--- src/rtl/pipe_stage_reg.sv ---
// pipe_stage_reg: elastic pipeline-stage register with valid/ready handshake, flush-to-bubble
// and saturating stall counter. Define PIPE_STAGE_SKID_EN for the 2-entry skid build (registered in_ready_PR).
module pipe_stage_reg #(
    parameter int                DATA_W   = 128,
    parameter int                CTRL_W   = 16,
    parameter logic [DATA_W-1:0] NOP_DATA = '0,
    parameter logic [CTRL_W-1:0] NOP_CTRL = '0,
    parameter int                CNT_W    = 16
) (
    input  logic              clk_PR,
    input  logic              rst_n_PR,
    input  logic              flush_PR,
    input  logic              in_valid_PR,
    output logic              in_ready_PR,
    input  logic [DATA_W-1:0] in_data_PR,
    input  logic [CTRL_W-1:0] in_ctrl_PR,
    output logic              out_valid_PR,
    input  logic              out_ready_PR,
    output logic [DATA_W-1:0] out_data_PR,
    output logic [CTRL_W-1:0] out_ctrl_PR,
    output logic [CNT_W-1:0]  stall_cnt_PR
);
    localparam logic [CNT_W-1:0] CNT_ONE = CNT_W'(1);
    localparam logic [CNT_W-1:0] CNT_MAX = '1;

    logic              vld_p0;
    logic [DATA_W-1:0] data_p0;
    logic [CTRL_W-1:0] ctrl_p0;
    logic [CNT_W-1:0]  stall_cnt_p0;
    logic              accept;
    logic              emit;

    // An input presented during a flush is never taken, even with in_ready_PR high.
    assign accept = in_valid_PR && in_ready_PR && !flush_PR;
    assign emit   = vld_p0 && out_ready_PR;

    assign out_valid_PR = vld_p0;
    assign out_data_PR  = data_p0;
    assign out_ctrl_PR  = ctrl_p0;
    assign stall_cnt_PR = stall_cnt_p0;

`ifdef PIPE_STAGE_SKID_EN
    typedef enum logic [1:0] {S_EMPTY, S_ONE, S_TWO} state_t;

    state_t            state;
    logic              rdy_p0;
    logic [DATA_W-1:0] skid_data_p0;
    logic [CTRL_W-1:0] skid_ctrl_p0;

    assign in_ready_PR = rdy_p0;

    // Main register feeds the outputs; the skid register absorbs the one entry
    // that arrives in the cycle downstream first stalls.
    always_ff @(posedge clk_PR or negedge rst_n_PR) begin
        if (!rst_n_PR) begin
            state        <= S_EMPTY;
            vld_p0       <= 1'b0;
            rdy_p0       <= 1'b1;
            data_p0      <= NOP_DATA;
            ctrl_p0      <= NOP_CTRL;
            skid_data_p0 <= NOP_DATA;
            skid_ctrl_p0 <= NOP_CTRL;
        end else if (flush_PR) begin
            state        <= S_EMPTY;
            vld_p0       <= 1'b0;
            rdy_p0       <= 1'b1;
            data_p0      <= NOP_DATA;
            ctrl_p0      <= NOP_CTRL;
            skid_data_p0 <= NOP_DATA;
            skid_ctrl_p0 <= NOP_CTRL;
        end else begin
            case (state)
                S_EMPTY: begin
                    if (accept) begin
                        state   <= S_ONE;
                        vld_p0  <= 1'b1;
                        data_p0 <= in_data_PR;
                        ctrl_p0 <= in_ctrl_PR;
                    end
                end
                S_ONE: begin
                    if (accept && emit) begin
                        data_p0 <= in_data_PR;
                        ctrl_p0 <= in_ctrl_PR;
                    end else if (accept) begin
                        state        <= S_TWO;
                        rdy_p0       <= 1'b0;
                        skid_data_p0 <= in_data_PR;
                        skid_ctrl_p0 <= in_ctrl_PR;
                    end else if (emit) begin
                        state   <= S_EMPTY;
                        vld_p0  <= 1'b0;
                        data_p0 <= NOP_DATA;
                        ctrl_p0 <= NOP_CTRL;
                    end
                end
                S_TWO: begin
                    if (emit) begin
                        state        <= S_ONE;
                        rdy_p0       <= 1'b1;
                        data_p0      <= skid_data_p0;
                        ctrl_p0      <= skid_ctrl_p0;
                        skid_data_p0 <= NOP_DATA;
                        skid_ctrl_p0 <= NOP_CTRL;
                    end
                end
                default: begin
                    state   <= S_EMPTY;
                    vld_p0  <= 1'b0;
                    rdy_p0  <= 1'b1;
                    data_p0 <= NOP_DATA;
                    ctrl_p0 <= NOP_CTRL;
                end
            endcase
        end
    end
`else
    // Single register: ready whenever the held entry leaves this cycle or there is none.
    assign in_ready_PR = !vld_p0 || out_ready_PR;

    always_ff @(posedge clk_PR or negedge rst_n_PR) begin
        if (!rst_n_PR) begin
            vld_p0  <= 1'b0;
            data_p0 <= NOP_DATA;
            ctrl_p0 <= NOP_CTRL;
        end else if (flush_PR) begin
            vld_p0  <= 1'b0;
            data_p0 <= NOP_DATA;
            ctrl_p0 <= NOP_CTRL;
        end else if (accept) begin
            vld_p0  <= 1'b1;
            data_p0 <= in_data_PR;
            ctrl_p0 <= in_ctrl_PR;
        end else if (emit) begin
            vld_p0  <= 1'b0;
            data_p0 <= NOP_DATA;
            ctrl_p0 <= NOP_CTRL;
        end
    end
`endif

    // Stall counter survives flush; only reset clears it.
    always_ff @(posedge clk_PR or negedge rst_n_PR) begin
        if (!rst_n_PR) begin
            stall_cnt_p0 <= '0;
        end else if (vld_p0 && !out_ready_PR && !flush_PR && (stall_cnt_p0 != CNT_MAX)) begin
            stall_cnt_p0 <= stall_cnt_p0 + CNT_ONE;
        end
    end
endmodule

--- config.mk ---
export PLATFORM = sky130hd
export DESIGN_NAME = pipe_stage_reg
export DESIGN_NICKNAME = d
export VERILOG_FILES = /design/src/rtl/pipe_stage_reg.sv
export SDC_FILE = /design/constraint.sdc
export NUM_CORES = 1
export LEC_CHECK = 0
export ABC_AREA = 1
export CAP_MARGIN = 40
export CORE_UTILIZATION = 45
export CTS_CLUSTER_SIZE = 30
export DETAILED_ROUTE_END_ITERATION = 12
export PLACE_DENSITY = 0.92
export SYNTH_ARGS = -nofsm -noshare
export SYNTH_HDL_FRONTEND = slang
export SYNTH_SLANG_ARGS = --single-unit
--- constraint.sdc ---
create_clock -name clk_PR -period 2.6 [get_ports clk_PR]
set_input_delay 0.39 -clock clk_PR [delete_from_list [all_inputs] [get_ports clk_PR]]
set_output_delay 0.39 -clock clk_PR [all_outputs]
set_load 0.01 [all_outputs]
==> run summary, run 1 <==
vias in the first global route - 6,599
slowest CP cell - clkdlybuf4s50_1
#FFs+latches synth - 161
setup repair after global routing missed its margin - no
CP Cell Sequence - nand2_2, clkdlybuf4s50_1
Setup crit start kind - register
first-pass GRT wire length - 33,780 um
Finished Cell Area - 10,720 um^2
YS warnings - 0
Clock Sinks - 161
Post-Syn Nets - 925
worst-skew pair later-pin latency - 0.42 ns
Total Die Area - 15,840 um^2
PwrDens - 594.0 nW/um^2
PortBufs - 310
Die Span Y - 125.9 um
First-pass DRT Iterations - 7
final worst-path cycle share - 0.7701
drt wl/cell - 16.60 um
post-synthesis cell count - 775
Cell Area, Synth - 6903 um^2
headroom to the max-slew limit - 0.5161
sequential-to-total area share from yosys stat - 0.5837
crit path time final - 2.002 ns
critical path fanouts, max - 4
Netlist cell types - 21
Total Power - 0.006365 W
Final WS setup - 0.5978 ns
Clock Skew - 0.008217 ns
static leakage - 4.981 nW
Max Root-Sink Buffers - 2
gr usage total - 0.2735
final wirelength - 20,950 um
GPL Wtd Cong - 0.8314
Seq. cell area - 4029 um^2
Die Wd - 125.9 um
total CTS buffers - 17
postcts setup bufs - 0
Layout area overhead - 55.23%
pre-CTS WS - 0.3548 ns
CP Data Arrival Time - 1.61 ns
DRT antenna net count - 0
DR vias/cell - 5.226
EDFF count, synth - 0
area leader, netlist - dfrtp_1
Setup TNS Final - 0 ns
worst slew pin tran - 0.7232 ns
layout cells sized above 1 - 0.05288
Hold Path Stages - 2
CP Capture Type - output port
area of the multi-input gates - 2053 um^2
Placement Cell Area - 10,150 um^2
dpl hpwl - 14,570 um
initial DRC count - 403
Worst VDD drop - 0.0003954 V
global route overflow - 0
core region area - 14,750 um^2
Fin. Hold Viols - 0
CTS root buffer - clkbuf_16
Row Count - 44
cell with the most instances after synthesis - dfrtp_1
Top delay family on crit path - buffers and inverters
worst path required time - 2.21 ns
max_cap viols - 0
final setup vio count - 0
status - finished clean
I/O pin cnt - 311
max-slew violation count - 0
Synth async-reset ratio - 1.000
top cells by area, synth - dfrtp_1 58%, nand3_1 11%, inv_1 8.4%
CP Depth - 2
Worst Reg-to-Reg Cells - 4
Filler cells - 1,011
DRC Markers - 0
Synth top area share - 0.5837
ys flop type - dfrtp_1
Buf/Inv on CP - 1
fin util - 0.7263
fmax - 0.4994 GHz
top cells by count, synth - 161 x dfrtp_1, 155 x inv_1, 152 x nand3_1
worst setup path category - register to output port
largest net degree at the start of global routing - 145
CTS clk-pin slew, worst paths - 0.06 ns
CTS tree - done
Final #Nets - 1,217
Antenna diodes - 0
vias post-DR - 6,595
antenna violations before repair - 0
Initial Util - 0.4679
synthesized area per cell - 8.907 um^2
Critical Path Max Stage Delay - 0.57 ns
H-tree depth - 4
worst min path class - register to register
per-stage QoR:
step           hold WS, ns  cells
4_1_cts             0.5021   1262
6_report            0.5079   1262
2_1_floorplan      0.09441    775
5_1_grt             0.5211   1262
3_3_place_gp        0.4214   1231
3_5_place_dp        0.4301   1231
repair_timing:
action,in CTS,in global routing
resized for setup,0,0
hold buffers,1,0
hold endpoints to repair,58,0
setup endpoints to repair,0,0
cell families after synthesis:
kind of cell,synth area share
AOI/OAI and AO/OA,0.1151
and+or+nand+nor,0.1720
adders and majority gates,0.001812
xor gates and xnor gates,0.006344
buffers and inverters,0.1211
DFF,0.5836
worst paths after layout:
check                                       from               end  slack (ns)
worst max-delay path                out_valid_PR       in_ready_PR        0.60
worst min-delay path            out_data_PR[116]  out_data_PR[116]        0.51
worst max register to register      out_valid_PR  out_data_PR[102]        0.77
worst min register to register  out_data_PR[116]  out_data_PR[116]        0.51
max in group asynchronous               rst_n_PR   out_data_PR[25]        1.27
min in group asynchronous               rst_n_PR  stall_cnt_PR[12]        0.53
state kept, by name (all words and copies together), names as in the netlist:
register and count:
out_ctrl_PR 16, out_valid_PR 1, out_data_PR 128, stall_cnt_PR 16
tightest hold or removal path: stages, from the launching register on:
cell and delay (ns):
dfrtp_1 0.34, nand3_1 0.07, o21ai_0 0.06
report_power, final:
part / total [W] / internal (W) / switching [W]
clock: 0.00238 / 0.00140 / 0.000979
combinational: 0.00116 / 0.000623 / 0.000542
sequential: 0.00282 / 0.00268 / 0.000145
total: 0.00636 / 0.00470 / 0.00167
metal layers:
layer | track usage | vias to the layer above | wire, um
met5 | 0 | - | 0
met1 | 0.3170 | 3128 | 7953
met2 | 0.4673 | 329 | 10330
met4 | 0.1396 | 0 | 923
li1 | - | 3072 | -
met3 | 0.07349 | 66 | 1739
area by class of cell:
type,instances,area share
multi-input cells,409,0.1916
inverters,158,0.05558
flip-flops and latches,161,0.3760
clock inverters,10,0.01063
well taps,184,0.02149
repair buffers,320,0.3039
clock buffers,20,0.04075
cells in the final DEF (no fill, tap or decap), types with 5 or more instances in the layout:
cell type,instances
nand4_1,6
inv_1,155
xnor2_1,5
dfrtp_1,161
o21ai_1,61
nand3_1,152
nor2_1,15
buf_12,6
clkdlybuf4s50_1,309
o21ai_0,89
nand2_1,62
clkbuf_16,17
(Power assumes the default switching activity.)
==> run 2: changes to the inputs <==
--- a/config.mk
+++ b/config.mk
@@ -7,10 +7,10 @@
 export LEC_CHECK = 0
 export ABC_AREA = 1
 export CAP_MARGIN = 40
-export CORE_UTILIZATION = 45
+export CORE_UTILIZATION = 38
 export CTS_CLUSTER_SIZE = 30
 export DETAILED_ROUTE_END_ITERATION = 12
-export PLACE_DENSITY = 0.92
+export PLACE_DENSITY = 0.83
 export SYNTH_ARGS = -nofsm -noshare
 export SYNTH_HDL_FRONTEND = slang
 export SYNTH_SLANG_ARGS = --single-unit
==> constraint.sdc (replaced) <==
create_clock -name clk_PR -period 1.8 [get_ports clk_PR]
set_input_delay 0.27 -clock clk_PR [delete_from_list [all_inputs] [get_ports clk_PR]]
set_output_delay 0.27 -clock clk_PR [all_outputs]
set_load 0.01 [all_outputs]
==> run 2 against run 1 <==
  * Combinational power grew 51%
  * Critical path type unchanged
  * Worst hold slack got worse by 0.15 ns
  * Clock power up 45%
  * Utilization decreased by 10 points
  * First-iteration DRC count is 27% lower
  * Largest cell class unchanged
  * Register-to-register slack worse by 0.55 ns
==> run summary, run 2 (synthesis gave the netlist of run 1 again) <==
status - finished clean (unchanged)
static leakage - 5.075 nW (was 4.981 nW)
layout cells sized above 1 - 0.06777 (was 0.05288)
Final #Nets - 1,229 (was 1,217)
CTS clk-pin slew, worst paths - 0.07 ns (was 0.06 ns)
initial DRC count - 295 (was 403)
DR vias/cell - 4.891 (was 5.226)
Clock Skew - 0.01053 ns (was 0.008217 ns)
CP Data Arrival Time - 1.47 ns (was 1.61 ns)
Buf/Inv on CP - 1 (unchanged)
GPL Wtd Cong - 0.8186 (was 0.8314)
slowest CP cell - clkdlybuf4s50_1 (unchanged)
crit path time final - 1.742 ns
CP Capture Type - output port (unchanged)
Placement Cell Area - 10,370 um^2 (was 10,150 um^2)
critical path fanouts, max - 7 (was 4)
largest net degree at the start of global routing - 78 (was 145)
post-route insts no fill - 1,317 (was 1,262)
highest-count cells in the layout ignoring fill and taps - 308 x clkdlybuf4s50_1, 159 x dfrtp_1, 155 x inv_1 (was 309 x clkdlybuf4s50_1, 161 x dfrtp_1, 155 x inv_1)
clock share of power - 0.373 (was 0.374)
worst setup path category - register to output port (unchanged)
setup repair after global routing missed its margin - no (unchanged)
max-slew violation count - 0 (unchanged)
Die Span Y - 136.8 um (was 125.9 um)
max reg flops - 128 (unchanged)
Finished Cell Area - 10,950 um^2 (was 10,720 um^2)
worst slew pin tran - 0.4535 ns (was 0.7232 ns)
First-pass DRT Iterations - 4 (was 7)
core region area - 17,540 um^2 (was 14,750 um^2)
Total Die Area - 18,710 um^2 (was 15,840 um^2)
Initial Util - 0.3936 (was 0.4679)
Row Count - 48 (was 44)
worst-skew pair later-pin latency - 0.42 ns (about the same)
antenna violations before repair - 0 (unchanged)
vias post-DR - 6,442 (was 6,595)
sequential share of power - 0.438 (was 0.443)
H-tree depth - 4 (unchanged)
global route overflow - 0 (unchanged)
most common cell after layout, fill and taps aside - clkdlybuf4s50_1 (unchanged)
DRT antenna net count - 0 (unchanged)
I/O pin cnt - 311 (unchanged)
fin util - 0.6244 (was 0.7263)
logic gate share of total power - 0.189 (was 0.183)
Clock Sinks - 161 (unchanged)
CTS root buffer - clkbuf_16 (unchanged)
max_cap viols - 0 (unchanged)
Die Wd - 136.8 um (was 125.9 um)
fmax - 0.5739 GHz
gr usage total - 0.2192 (was 0.2735)
final wirelength - 20,660 um (was 20,950 um)
Setup TNS Final - 0 ns (unchanged)
Worst VDD drop - 0.0006650 V (was 0.0003954 V)
CTS tree - done (unchanged)
dpl hpwl - 14,580 um (was 14,570 um)
final setup vio count - 0 (unchanged)
first-pass GRT wire length - 31,700 um (was 33,780 um)
worst path required time - 1.53 ns (was 2.21 ns)
worst min path class - input pin to async pin (was register to register)
switching power share of the total - 0.2717 (was 0.2618)
Top delay family on crit path - buffers and inverters (unchanged)
headroom to the max-slew limit - 0.6977 (was 0.5161)
DRC Markers - 0 (unchanged)
Net Switching - 0.002520 W (was 0.001666 W)
postcts setup bufs - 0 (unchanged)
Int Power - 0.006755 W (was 0.004699 W)
total CTS buffers - 17 (unchanged)
placed insts - 1,284 (was 1,231)
final worst-path cycle share - 0.9680
vias in the first global route - 6,191 (was 6,599)
PwrDens - 847.0 nW/um^2 (was 594.0 nW/um^2)
drt wl/cell - 15.69 um (was 16.60 um)
Layout area overhead - 58.64% (was 55.23%)
Setup crit start kind - register (unchanged)
CP Cell Sequence - clkdlybuf4s50_1 (was nand2_2, clkdlybuf4s50_1)
Max Root-Sink Buffers - 2 (unchanged)
Fin. Hold Viols - 0 (unchanged)
PortBufs - 310 (unchanged)
Antenna diodes - 0 (unchanged)
Critical Path Max Stage Delay - 0.59 ns (was 0.57 ns)
[run 2: cell types whose count changed in the layout (fill, tap and decap cells not counted), sizes merged]
cell,before,now
clkbuf,20,19
dlygate4sd2,0,1
inv,159,162
clkinvlp,4,3
clkdlybuf4s50,309,308
clkinv,3,5
bufinv,2,1
buf,10,22
[run 2: layer usage]
metal | share of wire | vias to the layer above | GRT usage
li1 | - | 3091 | -
met1 | 0.40 | 3068 | 0.2681
met2 | 0.49 | 250 | 0.3655
met3 | 0.084 | 33 | 0.06370
met4 | 0.025 | 0 | 0.08242
met5 | 0 | - | 0
[run 2: layout make-up]
type | count | area, um^2
repair buffers | 332 | 3421
well taps | 225 | 281.5
inverters | 158 | 595.6
multi-input cells | 409 | 2058
clock inverters | 13 | 130.1
clock buffers | 19 | 432.9
flip-flops and latches | 161 | 4031
fillers | 1413 | 6586
[run 2: power by group through the flow]
stage	clock, W	sequential (W)	combinational, W
floorplan	0	0.00422	0.000506
global placement	0	0.00411	0.00174
detailed placement	0	0.00412	0.00177
CTS	0.00356	0.00406	0.00178
global route	0.00371	0.00409	0.00191
finish	0.00346	0.00406	0.00175
[run 2: repair_timing]
| action | in CTS | in global routing |
|---|---|---|
| setup endpoints to repair | 1 | 1 |
| hold endpoints to repair | 36 | 0 |
| cloned | 0 | 0 |
| gates resized for setup | 3 | 1 |
| hold buffers | 1 | 0 |
[run 2: final timing paths]
kind | start | to | slack [ns] | cells past startpoint
worst max-delay path | stall_cnt_PR[2] | stall_cnt_PR[2] | 0.06 | 1
worst min-delay path | rst_n_PR | out_data_PR[49] | 0.35 | 2
worst max register to register | stall_cnt_PR[1] | stall_cnt_PR[2] | 0.22 | 6
worst min register to register | out_data_PR[113] | out_data_PR[113] | 0.51 | 2
max in group asynchronous | rst_n_PR | out_data_PR[32] | 0.80 | 3
min in group clk_PR | in_data_PR[89] | out_data_PR[89] | 0.39 | 3
[run 2: per-stage QoR]
step	power, W	setup WS, ns	hold slack (ns)
4_1_cts	0.009399	0.02895	0.3593
6_report	0.009275	0.05755	0.3545
5_1_grt	0.009710	0.0006579	0.3810
3_5_place_dp	0.005888	0.07874	0.2357
2_1_floorplan	0.004726	0.3141	-0.02559
3_3_place_gp	0.005856	0.05891	0.2300
==> run 3: changes to the inputs <==
--- a/config.mk
+++ b/config.mk
@@ -10,6 +10,7 @@
 export CORE_UTILIZATION = 38
 export CTS_CLUSTER_SIZE = 30
 export DETAILED_ROUTE_END_ITERATION = 12
+export GPL_TIMING_DRIVEN = 0
 export PLACE_DENSITY = 0.83
 export SYNTH_ARGS = -nofsm -noshare
 export SYNTH_HDL_FRONTEND = slang
==> run 3 against run 2 <==
  * Cell count rose by 2.1%
  * Via count rose by 1.5%
  * Clock power rose by 8.1%
  * Clock-buffer cell count rose by 1
  * Register-to-register slack got worse by 0.05 ns
  * Global-route usage rose by 0.90 points
  * Sequential power barely moved
  * Highest routed layer unchanged
==> run summary, run 3 (synthesis gave the netlist of run 1 again) <==
status - finished clean (unchanged)
PwrDens - 868.5 nW/um^2 (was 847.0 nW/um^2)
final worst-path cycle share - 0.9647 (was 0.9680)
headroom to the max-slew limit - 0.6393 (was 0.6977)
worst min path class - input pin to async pin (unchanged)
First-pass DRT Iterations - 5 (was 4)
final wirelength - 21,240 um (was 20,660 um)
final setup vio count - 0 (unchanged)
most common cell after layout, fill and taps aside - clkdlybuf4s50_1 (unchanged)
crit path time final - 1.736 ns (was 1.742 ns)
core region area - 17,540 um^2 (unchanged)
Met1 Wirelength - 8121 um (was 8355 um)
worst-skew pair later-pin latency - 0.42 ns (about the same)
Int Power - 0.007048 W (was 0.006755 W)
setup repair after global routing missed its margin - no (unchanged)
Clock Skew - 0.008966 ns (was 0.01053 ns)
Die Wd - 136.8 um (unchanged)
Top delay family on crit path - buffers and inverters (unchanged)
max-slew violation count - 0 (unchanged)
I/O pin cnt - 311 (unchanged)
Layout area overhead - 58.82% (was 58.64%)
antenna violations before repair - 1 (was 0)
Clock Sinks - 161 (unchanged)
total CTS buffers - 17 (unchanged)
Critical Path Max Stage Delay - 0.58 ns (was 0.59 ns)
GPL Wtd Cong - 0.8303 (was 0.8186)
PortBufs - 310 (unchanged)
clock share of power - 0.393 (was 0.373)
dpl hpwl - 15,800 um (was 14,580 um)
Buf/Inv on CP - 1 (unchanged)
slowest CP cell - clkdlybuf4s50_1 (unchanged)
Max Root-Sink Buffers - 2 (unchanged)
vias post-DR - 6,538 (was 6,442)
H-tree depth - 4 (unchanged)
drt wl/cell - 15.79 um (was 15.69 um)
max reg flops - 128 (unchanged)
layout cells sized above 1 - 0.07596 (was 0.06777)
gr usage total - 0.2282 (was 0.2192)
global route overflow - 0 (unchanged)
largest net degree at the start of global routing - 97 (was 78)
CTS root buffer - clkbuf_16 (unchanged)
Filler cells - 1,502 (was 1,413)
postcts setup bufs - 0 (unchanged)
Net Switching - 0.002473 W (was 0.002520 W)
Initial Util - 0.3936 (unchanged)
worst setup path category - register to output port (unchanged)
worst slew pin tran - 0.5411 ns (was 0.4535 ns)
Final #Nets - 1,256 (was 1,229)
worst path required time - 1.53 ns (about the same)
Setup crit start kind - register (unchanged)
fin util - 0.6251 (was 0.6244)
max_cap viols - 0 (unchanged)
DRC Markers - 0 (unchanged)
CP Capture Type - output port (unchanged)
first-pass GRT wire length - 32,640 um (was 31,700 um)
CTS clk-pin slew, worst paths - 0.07 ns (about the same)
Row Count - 48 (unchanged)
DR vias/cell - 4.861 (was 4.891)
Worst VDD drop - 0.0005955 V (was 0.0006650 V)
met3 WL - 1779 um (was 1744 um)
Die Span Y - 136.8 um (unchanged)
DRT antenna net count - 0 (unchanged)
critical path fanouts, max - 7 (unchanged)
switching power share of the total - 0.2598 (was 0.2717)
Total Power - 0.009521 W (was 0.009275 W)
fmax - 0.5759 GHz (was 0.5739 GHz)
initial DRC count - 245 (was 295)
logic gate share of total power - 0.179 (was 0.189)
vias in the first global route - 6,437 (was 6,191)
hold slack - 0.3830 ns (was 0.3545 ns)
Total Die Area - 18,710 um^2 (unchanged)
sequential share of power - 0.428 (was 0.438)
highest-count cells in the layout ignoring fill and taps - 308 x clkdlybuf4s50_1, 159 x dfrtp_1, 155 x inv_1 (unchanged)
static leakage - 5.105 nW (was 5.075 nW)
CTS tree - done (unchanged)
CP Cell Sequence - clkdlybuf4s50_1 (unchanged)
met2 WL - 10,780 um (was 10,040 um)
uppermost layer routed - met4 (unchanged)
Fin. Hold Viols - 0 (unchanged)
CP Data Arrival Time - 1.47 ns (about the same)
[run 3: cell count changes in the layout (fill, tap and decap cells not counted), moves of 2 or more]
cell,change
inv_6,-2
clkinvlp_4,-2
clkbuf_1,+16
buf_4,-2
buf_2,+20
clkinv_2,+2
bufinv_16,+2
clkbuf_8,+2
buf_12,-12
[run 3: cell type report]
cell class / count / area (um^2) / area share
Sequential cell: 161 / 4031 / 0.3677
Timing Repair Buffer: 312 / 3144 / 0.2868
Multi-Input combinational cell: 409 / 2053 / 0.1873
Inverter: 158 / 593.1 / 0.05410
Clock buffer: 20 / 456.7 / 0.04166
Tap cell: 225 / 281.5 / 0.02568
Buffer: 47 / 244.0 / 0.02226
Clock inverter: 12 / 156.4 / 0.01427
Antenna cell: 1 / 2.502 / 0.0002283
[run 3: through the flow]
stage	setup slack (ns)	area, um^2	instances	setup TNS [ns]
after detailed placement	-0.3048	10320	1311	-27.21
after global routing	0.0002823	10960	1345	0
after CTS	0.002757	10940	1344	0
final	0.06351	10960	1345	0
after global placement	-6.205	10290	1310	-1022.60
after floorplan	0.3141	6903	775	0
[run 3: power groups by stage]
stage	Combinational (W)	Clock [W]	Sequential (W)
floorplan	0.000506	0	0.00422
global route	0.00187	0.00398	0.00411
detailed placement	0.00171	0	0.00413
CTS	0.00172	0.00384	0.00407
finish	0.00170	0.00374	0.00408
global placement	0.00168	0	0.00413
[run 3: what timing repair did]
item	4_1_cts	5_1_grt
endpoints found under the setup margin	1	28
hold endpoints to repair	65	0
pin swaps	0	0
hold buffers	1	0
resized for setup	1	6
[run 3: final timing paths]
kind,from,to,slack (ns),cells after the start
worst max-delay path,stall_cnt_PR[0],stall_cnt_PR[0],0.06,1
worst min-delay path,rst_n_PR,out_data_PR[48],0.38,2
worst min register to register,out_data_PR[37],out_data_PR[37],0.51,2
min in group clk_PR,in_data_PR[90],out_data_PR[90],0.39,3
max in group asynchronous,rst_n_PR,stall_cnt_PR[2],0.54,3
worst max register to register,stall_cnt_PR[0],stall_cnt_PR[2],0.17,7
[run 3: metal layers]
layer,up-vias,global-route usage
met5,-,0
li1,3146,-
met1,3105,0.2553
met3,37,0.07444
met2,250,0.3999
met4,0,0.09096
